### src/rtl/ppg_afe_model_wave.sv
// ppg_wave_gen: heartbeat phase counter, triangle shaping and pulsatile amplitude scaling
//   CLK, rst_n : clock, async active-low reset
//   amp        : pulsatile amplitude of the selected LED (8b)
//   ac         : scaled pulsatile term, 0..amp (8b)
module ppg_wave_gen #(
  parameter int PHASE_W = 7
) (
  input  logic       CLK,
  input  logic       rst_n,
  input  logic [7:0] amp,
  output logic [7:0] ac
);
  logic [PHASE_W-1:0] phase;
  logic [PHASE_W-2:0] tri_v;
  logic [PHASE_W+6:0] prod;
  always_ff @(posedge CLK or negedge rst_n)
    if (!rst_n) phase <= '0;
    else phase <= phase + 1'b1;
  // Falling half mirrors the rising half, giving 0..2**(PHASE_W-1)-1 and back
  assign tri_v = phase[PHASE_W-1] ? ~phase[PHASE_W-2:0] : phase[PHASE_W-2:0];
  assign prod  = {{(PHASE_W-1){1'b0}}, amp} * {8'd0, tri_v};
  assign ac    = 8'(prod >> (PHASE_W-1));
endmodule

### config.mk
export PLATFORM = sky130hd
export DESIGN_NAME = ppg_wave_gen
export DESIGN_NICKNAME = d
export VERILOG_FILES = /design/src/rtl/ppg_afe_model_wave.sv
export SDC_FILE = /design/constraint.sdc
export NUM_CORES = 1
export LEC_CHECK = 0
export CAP_MARGIN = 20
export CORE_MARGIN = 2
export CORE_UTILIZATION = 35
export DETAILED_ROUTE_END_ITERATION = 6
export PLACE_DENSITY = 0.58
export SLEW_MARGIN = 10
export SYNTH_ARGS = -nofsm -noshare
export SYNTH_HDL_FRONTEND = slang
export SYNTH_SLANG_ARGS = --single-unit
### constraint.sdc
create_clock -name CLK -period 5.8 [get_ports CLK]
set_clock_uncertainty 0.2 [all_clocks]
set_input_delay 1.16 -clock CLK [delete_from_list [all_inputs] [get_ports CLK]]
set_output_delay 1.16 -clock CLK [all_outputs]
set_load 0.01 [all_outputs]
==> impl_metrics.csv, run 1 <==
group,metric,value,unit
placed_design,dp.cells,325,
sta,fin_ws,-0.03029,ns
route,wl_met1,1811,microns
layout,nets,320,
setup_path,worst_setup_path_end_kind,"primary output",
route,avgRoutedWirePerCell,11.08,microns
floorplan,ios,18,
route,routed_wl,3679,microns
sta,max_slew_margin,0.7626,
clock_network,cts-htree-levels,1,
synth,yosysWarnings,0,
route,wl_met3,22,microns
sta,finalCritPeriodShare,1.005,
sta,rsz0062_at_grt,"yes",
sta,hold_violations,0,
global_route,grt_pass1_wl,6803,microns
setup_path,cp_data_required_time,4.44,ns
floorplan,core,4755,sq um
layout,final_cells,332,
clock_network,clock_latency,0.22,ns
floorplan,fp.dieH,74.52,microns
clock_network,cts_tree,"done",
global_route,grt_overflow,0,
setup_path,cp_max_fo,6,
synth,yosysSeqAreaShare,0.1006,
setup_path,reg2regPathDepth,4,
route,drcViolationCount,0,
synth,ys_ff_latch,7,
layout,final_util,0.5476,
sta,worst_pin_slew,0.3549,ns
floorplan,initial_core_util,0.3661,
status,failed_checks,"negative setup slack",
synth,synth_area,1740,sq um
setup_path,crit_path_start_kind,"primary input",
sta,max_freq,171.5,MHz
clock_network,path_clk_slew,0.04,ns
synth,syn_area_per_cell,8.925,sq um
route,wl_met2,1816,microns
route,drtIter0Drc,14,
synth,synth_nets,249,
clock_network,cts_sinks,7,
sta,finalSetupViolations,1,
floorplan,die_area,5552,sq um
placed_design,hpwl,3033,microns
route,num_vias,1491,
min_path,worstHoldPathCells,2,
status,outcome,"finished, violations left",
layout,area_delta_synth_final,49.60,%
global_route,antenna_found_initial,0,
sta,period_needed,5.830,ns
power,vdd_drop_max,0.1974,mV
placed_design,dp_slack,-1.072,ns
route,first_pass_iters,4,
layout,largest_reg_flops,7,
layout,drive_above_1_share,0.4302,
placed_design,gp_congestion,0.7695,
placed_design,portBuffers,17,
floorplan,row_count,25,
floorplan,die_width,74.52,microns
route,viasPerCell,4.491,
global_route,grt_pass1_vias,1556,
synth,syn_inst,195,
global_route,grt_max_degree,8,
power,powerDensity,145.4,nW/um^2
layout,top_regs,"phase (7)",
job,drv_cap,0,
clock_network,cts_root_buf,"clkbuf_8",
route,ant_nets,0,
placed_design,placed_area,2352,sq um
power,p_leak,0.001300,uW
setup_path,cp_data_arrival_time,4.47,ns
layout,stdcell_area,2604,sq um
min_path,hold_path.class,"flop to flop",
sta,slew_violations,0,
route,dr.max_layer_used,"met4",
layout,top_register,"phase",
layout,diodes,0,
global_route,grt_use_total,0.1557,
clock_network,cts_inserted_buffers,3,
synth,yosysUniqueCellTypes,30,
clock_network,clockBufferDepth,2,
setup_path,criticalPathCategory,"primary input to primary output",
layer usage:
metal | GRT usage | vias to the layer above
li1 | - | 766
met1 | 0.2181 | 714
met2 | 0.2714 | 9
met3 | 0.004065 | 2
met4 | 0.02976 | 0
met5 | 0 | -
worst max-delay path: stages:
cell and delay (ns):
buf_4 0.13, and2_4 0.14, fa_1 0.47, fa_1 0.55, inv_1 0.05, fa_1 0.48
inv_2 0.05, ha_4 0.21, a21o_4 0.20, a211oi_2 0.23, nor2_2 0.10, or4_4 0.49
a21oi_2 0.10, buf_2 0.13
logic make-up after synthesis:
family / share of synthesized area
AOI/OAI and AO/OA: 0.06470
and+or+nand+nor: 0.2559
adders and majority gates: 0.4198
DFF: 0.1006
muxes: 0.005751
buffers and inverters: 0.07764
xor gates and xnor gates: 0.07549
cell type report:
class	count	area (sq um)
fill	485	2151
multi-input combinational	154	1659
timing repair buffer	67	515.5
sequential	7	176.4
inverter	33	123.9
tap	67	83.83
clock buffer	4	45.04
per-stage QoR:
stage / TNS (ns) / hold WS [ns] / power (uW)
2_1_floorplan: 0 / 0.2765 / 186.4
3_3_place_gp: -6.540 / 0.3454 / 298.1
3_5_place_dp: -6.919 / 0.3615 / 300.7
4_1_cts: -0.03215 / 0.3667 / 370.1
5_1_grt: -0.2958 / 0.4163 / 419.8
6_report: -0.03029 / 0.3767 / 378.5
final timing paths:
path | end | startpoint | slack (ns)
max | ac[5] | amp[4] | -0.03
min | phase[3]$_DFF_PN0_ | phase[3]$_DFF_PN0_ | 0.38
max reg2reg | phase[6]$_DFF_PN0_ | phase[0]$_DFF_PN0_ | 4.51
min reg2reg | phase[3]$_DFF_PN0_ | phase[3]$_DFF_PN0_ | 0.38
max in group asynchronous | phase[6]$_DFF_PN0_ | rst_n | 4.16
min in group asynchronous | phase[5]$_DFF_PN0_ | rst_n | 0.99
placed cells by master (no fill, tap or decap), types with 5 or more instances in the layout:
master,n
and2_1,19
and2_4,14
buf_2,6
buf_4,49
dfrtp_1,6
fa_1,21
ha_1,15
ha_4,5
inv_1,29
nand2_1,14
nand3_1,7
nor2_1,5
xnor2_1,7
timing repair:
action,in CTS,in global routing
gates resized for setup,87,25
pin swaps,27,22
hold buffers,0,0
endpoints found under the setup margin,8,8
gates cloned,0,0
setup buffers,2,1
where the power goes:
group / internal, uW / switching (uW) / total (uW)
combinational: 141 / 122 / 263
clock: 47.4 / 19.4 / 66.8
sequential: 49.1 / 0 / 49.1
synthesized netlist by cell type:
library cell | instances | area (sq um)
nor4_1 | 2 | 12.51
xor2_1 | 8 | 70.07
dfrtp_1 | 7 | 175.2
a31oi_1 | 1 | 6.260
a21o_4 | 1 | 15.01
mux2i_1 | 1 | 10.01
or4_1 | 2 | 15.01
buf_6 | 1 | 11.26
a21oi_1 | 4 | 20.02
o21ai_0 | 5 | 25.02
nor3_1 | 3 | 15.01
nand4_2 | 1 | 12.51
ha_1 | 20 | 250.2
a211oi_2 | 1 | 12.51
nand3_1 | 9 | 45.04
a22oi_1 | 1 | 7.510
nand2_1 | 14 | 52.55
o21ba_2 | 1 | 10.01
fa_1 | 24 | 480.5
and3_1 | 3 | 18.77
a211oi_1 | 1 | 7.510
nor2b_4 | 1 | 13.76
xnor2_1 | 7 | 61.31
and4_2 | 1 | 10.01
a221oi_1 | 1 | 8.760
inv_1 | 33 | 123.9
and2_1 | 33 | 206.5
and3b_1 | 1 | 8.760
nor2b_1 | 2 | 12.51
nor2_1 | 6 | 22.52
No activity file was read; power rests on OpenSTA's default activity.
==> run 2: changes to the inputs <==
CORE_UTILIZATION = 50   (was 35)
CTS_CLUSTER_DIAMETER = 100   (was unset)
PLACE_DENSITY = 0.76   (was 0.58)
==> run 2 against run 1 <==
  * The run still ends with negative setup slack left
  * Worst hold slack improved by 0.0086 ns
  * Maximum frequency about the same
  * Power is 3.2% lower
  * Critical path type unchanged
  * Largest cell class unchanged
  * Largest power group unchanged
==> impl_metrics.csv, run 2 (synthesis results as in run 1) <==
group,metric,value,unit
status,outcome,"finished, violations left",
status,failed_checks,"negative setup slack",
power,p_comb_frac,0.740,
placed_design,gp_congestion,0.8611,
layout,multi_input_area,1659,sq um
global_route,grt_use_total,0.2328,
clock_network,clockBufferDepth,2,
power,clkPwrFrac,0.126,
setup_path,cp_slowest_cell,"fa_1",
route,routed_wl,4155,microns
setup_path,cp_slowest_stage_delay,0.56,ns
min_path,hold_path.class,"flop to flop",
clock_network,cts_root_buf,"clkbuf_4",
clock_network,cts-htree-levels,1,
layout,final_cell_mix,"buf_4, inv_1, and2_1, fa_1, ha_1",
floorplan,die_area,3969,sq um
route,viasPerCell,5.132,
setup_path,path_depth,14,
setup_path,path_cells,"buf_8 -> and2_4 -> fa_1 -> inv_2 -> fa_1 -> inv_2 -> fa_1 -> ha_4 -> a21oi_4 -> buf_6 -> a21oi_4 -> or4_4 -> a21oi_2 -> buf_2",
power,p_leak,0.001251,uW
route,avgRoutedWirePerCell,13.76,microns
setup_path,path_buf_inv,5,
route,drtIter0Drc,101,
sta,finalSetupViolations,1,
setup_path,crit_path_start_kind,"primary input",
placed_design,portBuffers,17,
layout,nets,311,
power,p_int,217.4,uW
route,first_pass_iters,5,
min_path,worstHoldPathCells,2,
clock_network,cts_tree,"done",
route,ant_nets,0,
layout,final_cells,302,
setup_path,crit_path_frequent_cell,"fa_1",
layout,top_regs,"phase (7)",
layout,area_delta_synth_final,43.42,%
global_route,antenna_found_initial,0,
floorplan,initial_core_util,0.5216,
layout,nFillCells,241,
floorplan,core,3337,sq um
clock_network,cts_sinks,7,
route,drcViolationCount,0,
layout,largest_reg_flops,7,
setup_path,cp_data_arrival_time,4.47,ns
layout,final_common_cell,"buf_4",
setup_path,criticalPathCategory,"primary input to primary output",
floorplan,fp.dieH,63,microns
floorplan,die_width,63,microns
layout,diodes,0,
setup_path,cp_data_required_time,4.44,ns
power,p_sw_frac,0.4069,
global_route,grt_pass1_vias,1677,
layout,drive_above_1_share,0.4063,
setup_path,crit_family,"adder cells",
sta,rsz0062_at_grt,"yes",
power,p_switching,149.1,uW
clock_network,clock_latency,0.26,ns
power,power,366.5,uW
global_route,grt_max_degree,8,
placed_design,dp.cells,297,
global_route,grt_overflow,0,
floorplan,ios,18,
sta,max_freq,171.6,MHz
placed_design,hpwl,3034,microns
sta,whs,0.3853,ns
sta,slew_violations,0,
clock_network,cts_inserted_buffers,3,
floorplan,row_count,21,
clock_network,path_clk_slew,0.06,ns
sta,hold_violations,0,
route,num_vias,1550,
power,powerDensity,146.8,nW/um^2
layout,top_register,"phase",
sta,fin_ws,-0.02860,ns
sta,worst_pin_slew,0.4652,ns
setup_path,cp_max_fo,5,
sta,period_needed,5.829,ns
sta,max_slew_margin,0.6888,
power,vdd_drop_max,0.1010,mV
job,drv_cap,0,
setup_path,worst_setup_path_end_kind,"primary output",
setup_path,reg2regPathDepth,4,
layout,regArea,176.4,sq um
clock_network,cts_hold_buf,0,
sta,finalCritPeriodShare,1.005,
power,p_seq_frac,0.133,
global_route,grt_pass1_wl,7369,microns
==> run 2: stage by stage <==
| stage | setup WS (ns) | TNS [ns] | area, sq um | utilization |
|---|---|---|---|---|
| after floorplan | 0.02625 | 0 | 1757 | - |
| after global placement | -0.9881 | -6.473 | 2273 | 0.6813 |
| after detailed placement | -1.012 | -6.683 | 2273 | 0.6813 |
| after CTS | 0.0003144 | 0 | 2426 | 0.7270 |
| after global routing | -0.09459 | -0.2402 | 2496 | 0.7480 |
| final | -0.02860 | -0.02860 | 2496 | 0.7480 |
==> run 2: layer usage <==
| metal | vias to the layer above | routed length [microns] | share of wire | track usage |
|---|---|---|---|---|
| met3 | 18 | 147 | 0.035 | 0.01441 |
| li1 | 746 | - | - | - |
| met4 | 0 | 180 | 0.043 | 0.1306 |
| met5 | - | 0 | 0 | 0 |
| met1 | 742 | 1772 | 0.43 | 0.2921 |
| met2 | 44 | 2056 | 0.49 | 0.3963 |
==> run 2: final timing paths <==
path	end	slack (ns)	from
setup / recovery	ac[5]	-0.03	amp[5]
hold / removal	phase[3]$_DFF_PN0_	0.39	phase[3]$_DFF_PN0_
setup reg to reg	phase[6]$_DFF_PN0_	4.48	phase[0]$_DFF_PN0_
hold reg to reg	phase[3]$_DFF_PN0_	0.39	phase[3]$_DFF_PN0_
max in group asynchronous	phase[6]$_DFF_PN0_	4.17	rst_n
min in group asynchronous	phase[5]$_DFF_PN0_	0.96	rst_n
==> run 2: power groups by stage <==
stage               sequential, uW  combinational [uW]  clock (uW)
global placement              49.7                 244           0
floorplan                     49.7                 137           0
CTS                           48.9                 248        48.2
global route                  48.8                 303        49.6
detailed placement            49.7                 249           0
finish                        48.9                 271        46.3
==> run 2: worst min-delay path, stage by stage (launching register included) <==
cell	delay, ns
dfrtp_1	0.36
buf_4	0.13
xnor2_1	0.06
==> run 2: layout make-up <==
cell class / count / area share
multi-input combinational: 154 / 0.6647
timing repair buffer: 58 / 0.1815
sequential: 7 / 0.07068
inverter: 33 / 0.04962
tap: 46 / 0.02306
clock buffer: 4 / 0.01053
==> run 2: repair_timing <==
action | in CTS | in global routing
endpoints found under the hold margin | 0 | 0
pin swaps | 29 | 15
resized for setup | 90 | 25
setup endpoints to repair | 8 | 8
buffers inserted | 2 | 0
